===== src/rtl/uart_pkg.sv =====
// uart_pkg: definitions shared by the UART transmitter and receiver.
//   DATA_BITS        - payload bits per frame
//   CLKS_PER_BIT_DEF - default bit period in clk cycles
//   ST_*             - FSM state encodings shared by both directions
package uart_pkg;

    localparam int DATA_BITS        = 8;
    localparam int CLKS_PER_BIT_DEF = 8;

    localparam logic [2:0] ST_IDLE      = 3'd0;
    localparam logic [2:0] ST_START     = 3'd1;
    localparam logic [2:0] ST_DATA      = 3'd2;
    localparam logic [2:0] ST_PARITY    = 3'd3;
    localparam logic [2:0] ST_STOP      = 3'd4;
    localparam logic [2:0] ST_WAIT_HIGH = 3'd5;

    // Counter value at the middle of a bit period.
    function automatic logic [7:0] half_bit(input int clks);
        return 8'((clks - 1) / 2);
    endfunction

endpackage


===== src/rtl/uart_rx_sync.sv =====
// uart_rx_sync: two-flop synchronizer for an asynchronous level, reset to 1.
//   clk   - sampling clock
//   rst_n - asynchronous active-low reset
//   d     - asynchronous input
//   q     - synchronised output
module uart_rx_sync (
    input  logic clk,
    input  logic rst_n,
    input  logic d,
    output logic q
);

    logic m;

    always_ff @(posedge clk or negedge rst_n)
        if (!rst_n) {q, m} <= 2'b11;
        else        {q, m} <= {m, d};

endmodule


===== src/rtl/uart_rx.sv =====
// uart_rx: 8N1 serial receiver (8E1 when UART_RX_PARITY_EN is defined).
//   clk        - clock, rising edge
//   rst_n      - asynchronous active-low reset
//   uart_in    - serial line, idles high
//   data_byte  - last correctly framed byte
//   data_valid - one-cycle strobe, data_byte updated together
//   frame_err  - one-cycle strobe when the stop bit is low
//   parity_err - one-cycle strobe on parity mismatch (0 without UART_RX_PARITY_EN)
//   lineactive - high from start-bit detection to end of frame
module uart_rx
    import uart_pkg::*;
#(
    parameter int CLKS_PER_BIT = CLKS_PER_BIT_DEF
) (
    input  logic       clk,
    input  logic       rst_n,
    input  logic       uart_in,
    output logic [7:0] data_byte,
    output logic       data_valid,
    output logic       frame_err,
    output logic       parity_err,
    output logic       lineactive
);

    localparam logic [7:0] HALF = half_bit(CLKS_PER_BIT);
    localparam logic [7:0] LAST = 8'(CLKS_PER_BIT - 1);
    localparam int         IW   = $clog2(DATA_BITS);

    logic                 rx_s;
    logic [2:0]           state;
    logic [7:0]           cnt;
    logic [IW-1:0]        idx;
    logic [DATA_BITS-1:0] shift_reg;
    logic                 par_bad;

    uart_rx_sync u_sync (
        .clk  (clk),
        .rst_n(rst_n),
        .d    (uart_in),
        .q    (rx_s)
    );

    always_ff @(posedge clk or negedge rst_n) begin
        if (!rst_n) begin
            state      <= ST_IDLE;
            cnt        <= '0;
            idx        <= '0;
            shift_reg  <= '0;
            par_bad    <= 1'b0;
            data_byte  <= '0;
            data_valid <= 1'b0;
            frame_err  <= 1'b0;
            parity_err <= 1'b0;
            lineactive <= 1'b0;
        end else begin
            data_valid <= 1'b0;
            frame_err  <= 1'b0;
            parity_err <= 1'b0;
            case (state)
                ST_IDLE: begin
                    cnt <= '0;
                    idx <= '0;
                    if (!rx_s) begin
                        state      <= ST_START;
                        lineactive <= 1'b1;
                    end
                end
                ST_START: begin
                    if (cnt == HALF) begin
                        cnt <= '0;
                        if (!rx_s) begin
                            state <= ST_DATA;
                        end else begin
                            // glitch shorter than half a bit: not a real start
                            state      <= ST_IDLE;
                            lineactive <= 1'b0;
                        end
                    end else begin
                        cnt <= cnt + 8'd1;
                    end
                end
                ST_DATA: begin
                    if (cnt == LAST) begin
                        cnt            <= '0;
                        shift_reg[idx] <= rx_s;
                        idx            <= idx + 1'b1;
`ifdef UART_RX_PARITY_EN
                        if (idx == IW'(DATA_BITS - 1)) state <= ST_PARITY;
`else
                        if (idx == IW'(DATA_BITS - 1)) state <= ST_STOP;
`endif
                    end else begin
                        cnt <= cnt + 8'd1;
                    end
                end
`ifdef UART_RX_PARITY_EN
                ST_PARITY: begin
                    if (cnt == LAST) begin
                        cnt     <= '0;
                        par_bad <= ^shift_reg ^ rx_s;
                        state   <= ST_STOP;
                    end else begin
                        cnt <= cnt + 8'd1;
                    end
                end
`endif
                ST_STOP: begin
                    if (cnt == LAST) begin
                        cnt        <= '0;
                        lineactive <= 1'b0;
                        if (rx_s) begin
                            data_byte  <= shift_reg;
                            data_valid <= 1'b1;
`ifdef UART_RX_PARITY_EN
                            parity_err <= par_bad;
`endif
                            state      <= ST_IDLE;
                        end else begin
                            frame_err <= 1'b1;
                            state     <= ST_WAIT_HIGH;
                        end
                    end else begin
                        cnt <= cnt + 8'd1;
                    end
                end
                // a break (held-low line) must not look like a new start bit
                ST_WAIT_HIGH: if (rx_s) state <= ST_IDLE;
                default: begin
                    state      <= ST_IDLE;
                    lineactive <= 1'b0;
                end
            endcase
        end
    end

endmodule


===== config.mk =====
export PLATFORM = sky130hd
export DESIGN_NAME = uart_rx
export DESIGN_NICKNAME = d
export VERILOG_FILES = /design/src/rtl/uart_pkg.sv /design/src/rtl/uart_rx_sync.sv /design/src/rtl/uart_rx.sv
export SDC_FILE = /design/constraint.sdc
export NUM_CORES = 1
export LEC_CHECK = 0
export CORE_ASPECT_RATIO = 1.75
export CORE_MARGIN = 2
export CORE_UTILIZATION = 56
export CTS_CLUSTER_SIZE = 16
export DETAILED_ROUTE_END_ITERATION = 10
export PLACE_DENSITY = 0.78
export SLEW_MARGIN = 5
export SYNTH_ARGS = -nofsm -noshare
export SYNTH_HDL_FRONTEND = slang
export SYNTH_SLANG_ARGS = --single-unit
export TNS_END_PERCENT = 10

===== constraint.sdc =====
create_clock -name clk -period 2.9 [get_ports clk]
set_clock_uncertainty 0.15 [all_clocks]
set_input_delay 0.29 -clock clk [delete_from_list [all_inputs] [get_ports clk]]
set_output_delay 0.29 -clock clk [all_outputs]
set_load 0.05 [all_outputs]

; Word-level counts from Yosys, hierarchy flattened
; Cells that the tools add are included.
; Widths: inputs -> output; s select.
[classes]
addsub = 2
order_cmp = 2
n_eq_ne = 14
mux = 28
bitwise_logic = 1
n_reduce_logical = 11
[op_table]
columns = cell, n
row1 = $mux 3, 8
row2 = $pmux 8 s3, 1
row3 = $mux 8, 2
row4 = $pmux 3 s5, 1
row5 = $mux 1, 11
row6 = $ne 2x2->1 const B, 5
row7 = $eq 3x3->1 const B, 3
row8 = $add 8x1->8 const B, 1
row9 = $bwmux 8, 1
row10 = $eq 8x2->1 const B, 1
row11 = $eq 8x3->1 const B, 1
row12 = $pmux 3 s2, 1
row13 = $reduce_and 6->1, 1
row14 = $reduce_and 5->1, 1
row15 = $lt 3x4->1 const B, 1
row16 = $ne 2x1->1 const B, 2
row17 = $pmux 1 s4, 1
row18 = $reduce_and 2->1, 2
row19 = $reduce_or 2->1, 2
row20 = $add 3x1->3 const B, 1
row21 = $demux 1 s3, 1
row22 = $eq 3x1->1 const B, 1
row23 = $eq 3x2->1 const B, 1
row24 = $ge 3x1->1 const B, 1
row25 = 7 further kinds, 7
[word_totals]
ff_bits = 35
inputBits = 3
out_inout_bits = 12
word_cells = 68

; Logic depth before layout (Yosys ltp)
[logic_depth]
depth_word = 5
mapped_depth = 8
ltp_nobuf = 6

; Modules after synthesis
; Synthesis repeated with hierarchy kept, for this count alone.
[hier_totals]
hier_cells = 161
area_unflattened_um2 = 1766.7
[modules_own_cells]
columns = mod, instances, cells_each, area_per_inst_um2, seq_area_each_um2
row1 = uart_rx, 1, 159, 1714.1, 825.8
row2 = uart_rx_sync, 1, 2, 52.6, 52.6

; Least setup slack after synthesis
; No wires, ideal clock.
[synth_timing]
path_kind = reg2reg
start = register cnt[3]
end = register data_byte[0]
setup_time_ns = 0.125
arrival_ns = 2.191
required_ns = 2.625
setup_slack_ns = 0.434
path_stages_with_launch = 8
path_buffers = 2
synth_period_minus_slack_ns = 2.466
path_cell_list = dfrtp_1 > or3_4 > or4_4 > buf_6 > nor2_8 > and4b_1 > buf_6 > mux2_4
[synth_via]
elab_chain_len = 2
[synth_lines]
columns = element, line_no
row1 = start: declaration, uart_rx.sv:31  ; logic [7:0] cnt;
row2 = start signal: assignment, uart_rx.sv:79  ; cnt <= cnt + 8'd1;
row3 = start signal: assignment, uart_rx.sv:93  ; cnt <= cnt + 8'd1;
row4 = start signal: assignment, uart_rx.sv:123  ; cnt <= cnt + 8'd1;
row5 = $eq 8x3->1, uart_rx.sv:108  ; if (cnt == LAST) begin
row6 = $reduce_and 3->1 (no source line), --
row7 = end signal: assignment, uart_rx.sv:112  ; data_byte <= shift_reg;
row8 = end: declaration, uart_rx.sv:18  ; output logic [7:0] data_byte,
; No other way between the ends.
; A chain may end at the register's enable or synchronous reset.

; Final worst setup path
[layout_timing]
start = register cnt[3]
end = register data_byte[1]
; The elaborated chain is that of the path after synthesis.

==> summary.md <==
| Metric | Value |
|---|---|
| Final period util | 0.882 |
| Power Density | ~660 nW/um^2 |
| Crit path max fanout | 10 |
| Syn Nets | roughly 160 |
| Library cells used by synthesis | 43 |
| Finished Core Util | 0.672 |
| Top sig layer | met4 |
| Slowest cell on the critical path | or4_4 |
| Tot GR Track Use | 0.205 |
| Initial DRC Count | 36 |
| RSZ-0062 raised after global routing | no |
| Syn-to-layout area delta | 13.1% |
| Buffers inserted during post-CTS setup optimization | 0 |
| Vias/cell | between 6 and 7 |
| DIE WIDTH | approximately 46 um |
| Worst skew pair latency | approximately 0.28 ns |
| Core Box Area | just under 3000 um^2 |
| Via count | ~1200 |
| Seq/Total Area, Yosys | 0.500 |
| # hold bufs at CTS | 0 |
| IO Count | 15 |
| CTS Buffer Depth | 2 |
| Largest net degree at the start of global routing | 36 |
| Worst hold start | u_sync.m |
| Max-cap violations | 0 |
| Crit path time final | roughly 2.6 ns |
| CP Class | flip-flop to flip-flop |
| Worst min-delay path class | flip-flop to flip-flop |
| CTS resizes | 0 |
| GP Congestion | approximately 0.87 |
| WL final | 3.19 mm |
| Worst r2r src | cnt[3] |
| WP data arrival | 2.58 ns |
| Drt pass-1 iters | 4 |
| Final Hold Fails | 0 |
| Required time of the critical path | 2.92 ns |
| Final instance area | between 1500 and 2000 um^2 |
| Commonest non-fill, non-tap cell in the layout | dfrtp_1 |
| Maximum VDD drop | 0.000515 V |
| Final antenna diode count | 0 |
| TritonCTS clock tree | built |
| Post-Synthesis Cells | 150 |
| Status | complete, no violations |
| Setup TNS | 0 ns |
| DP Area | ~1900 um^2 |
| Hold path depth | 0 |
| Rows | 26 |
| Fmax | between 300 and 400 MHz |
| Die ar. | roughly 3600 um^2 |
| Antenna-violating nets left | 0 |
| Worst hold-check slack | ~0.21 ns |
| Number of global-route vias before repair | 1186 |
| Register bit total from synthesis | 35 |
| WP buf/inv | 1 |
| Startpoint Class | flip-flop |
| Starting Density | 0.594 |
| Grt total ovfl | 0 |
| Pins Over Slew Limit | 0 |
| Dpl hpwl | approximately 2.3 mm |
| Hold Crit Endpoint | u_sync.q |
| Leak | about 0.93 nW |
| Layout Cells excl Fill | roughly 200 |
| CP cell instances | or3_4 > or4_4 > nor2_8 > and4b_1 > buf_4 > mux2_4 |
| Met3 WL | 129 um |
| Worst Tran Pin Value | roughly 0.73 ns |
| DRC | 0 |
| Cell area after synthesis | about 1800 um^2 |
| Wirelength per Cell | 15.6 um |
| WL met2 | about 1.8 mm |
| Clock sink total | 35 |
| Worst path max stage delay | between 0.5 and 0.6 ns |
| CTS H-Tree Depth | 2 |
| Worst Reg2Reg Path Length in Cells | 6 |
| First-pass GRT wire length | 5.33 mm |
| CTS root buf | clkbuf_8 |
| CP delay by family, top | simple AND/OR/NAND/NOR gates |
| R2r endpoint | data_byte[1] |
| Max-slew headroom | 0.509 |
| Wire length on met1 | 1.13 mm |
| Worst setup EP type | flip-flop |
| TritonCTS Buffers | 5 |
| Layout cells sized above 1 | 0.235 |
| Inst Count DP | around 200 |
| Syn avg cell area | about 12 um^2 |
| PortBufs | 13 |
| Clock slew seen by the registers of the worst setup and hold paths | ~0.07 ns |
| Ys Warns | 0 |
| Commonest cells after routing, fill and taps aside | dfrtp_1, clkdlybuf4s50_1, nor2_1, mux2_2, mux2_4 |
| Total Nets Final | about 170 |
| Die Y | around 80 um |
| Initial antenna violation count | 0 |
| Setup violators final | 0 |
| Setup slack, reg-to-reg | approximately 0.34 ns |
worst max-delay path by stage:
stage                      start            to  cells past startpoint
after floorplan           cnt[3]  data_byte[0]                      7
after detailed placement  cnt[3]  data_byte[1]                      6
after CTS                 cnt[3]  data_byte[1]                      6
after global routing      cnt[3]  data_byte[1]                      6
final                     cnt[3]  data_byte[1]                      6
after global placement    cnt[3]  data_byte[3]                      6
synth_stat cells:
cell       instances  share of area
a21oi_1            6          0.017
nand4b_1           4          0.020
nor2_1             9          0.019
mux2_2             9          0.058
nor4b_1            1         0.0050
a31oi_1            6          0.021
nand2_1            5          0.011
a2111oi_0          1         0.0050
a21o_1             4          0.017
or2_2              1         0.0036
nor2b_1            2         0.0071
nand4_1            2         0.0071
or4b_2             1         0.0057
or3_4              1         0.0064
and2_1             1         0.0036
and3_2             2         0.0085
conb_1             1         0.0021
and4b_1            1         0.0057
and3_1             2         0.0071
or4_4              1         0.0064
a311oi_1           1         0.0050
maj3_1             1         0.0057
nand3_1            4          0.011
buf_6              2          0.013
buf_4              2         0.0085
dfstp_2            2          0.030
clkbuf_1           5          0.011
nor3b_1            2         0.0085
nor2_8             1          0.011
nor3_1             2         0.0057
mux2_4             8          0.068
nand2b_1           4          0.014
dfrtp_1           33           0.47
ha_1               3          0.021
a211o_1            1         0.0050
nor4_1             1         0.0036
a211oi_1           1         0.0043
buf_2              2         0.0057
mux2i_1            1         0.0057
or3b_2             1         0.0050
a22o_1             7          0.035
o21ai_0            5          0.014
buf_1              1         0.0021
kinds of logic (layout without fill, tap and decap cells):
| family | after synthesis | after routing | share of synthesized area |
|---|---|---|---|
| adders and majority gates | 4 | 4 | 0.0270 |
| DFF | 35 | 35 | 0.500 |
| muxes | 18 | 18 | 0.132 |
| AOI/OAI and AO/OA | 32 | 32 | 0.124 |
| other | 1 | 1 | 0.00213 |
| buffers and inverters | 12 | 24 | 0.0399 |
| and+or+nand+nor | 48 | 48 | 0.176 |
metrics by stage:
step           setup slack, ns  power [W]
5_1_grt                  0.261    0.00139
3_3_place_gp             0.418   0.000950
2_1_floorplan            0.434   0.000886
6_report                 0.344    0.00131
4_1_cts                  0.340    0.00132
3_5_place_dp             0.346   0.000967
per-layer routing:
layer,vias to the layer above,global-route usage
li1,578,-
met5,-,0
met2,35,0.333
met3,14,0.0529
met1,598,0.210
met4,0,0.151
cell type report:
class / instances / area [um^2]
Multi-Input combinational cell: 103 / 810
Sequential cell: 35 / 878
Fill cell: 221 / 972
Timing Repair Buffer: 17 / 160
Clock inverter: 1 / 5.00
Tap cell: 42 / 52.6
Clock buffer: 6 / 82.6
power by group:
group	internal, W	total, W	switching (W)
Clock	0.000186	0.000344	0.000158
Combinational	0.000162	0.000356	0.000194
Sequential	0.000535	0.000607	0.0000715
(Power assumes the default switching activity.)
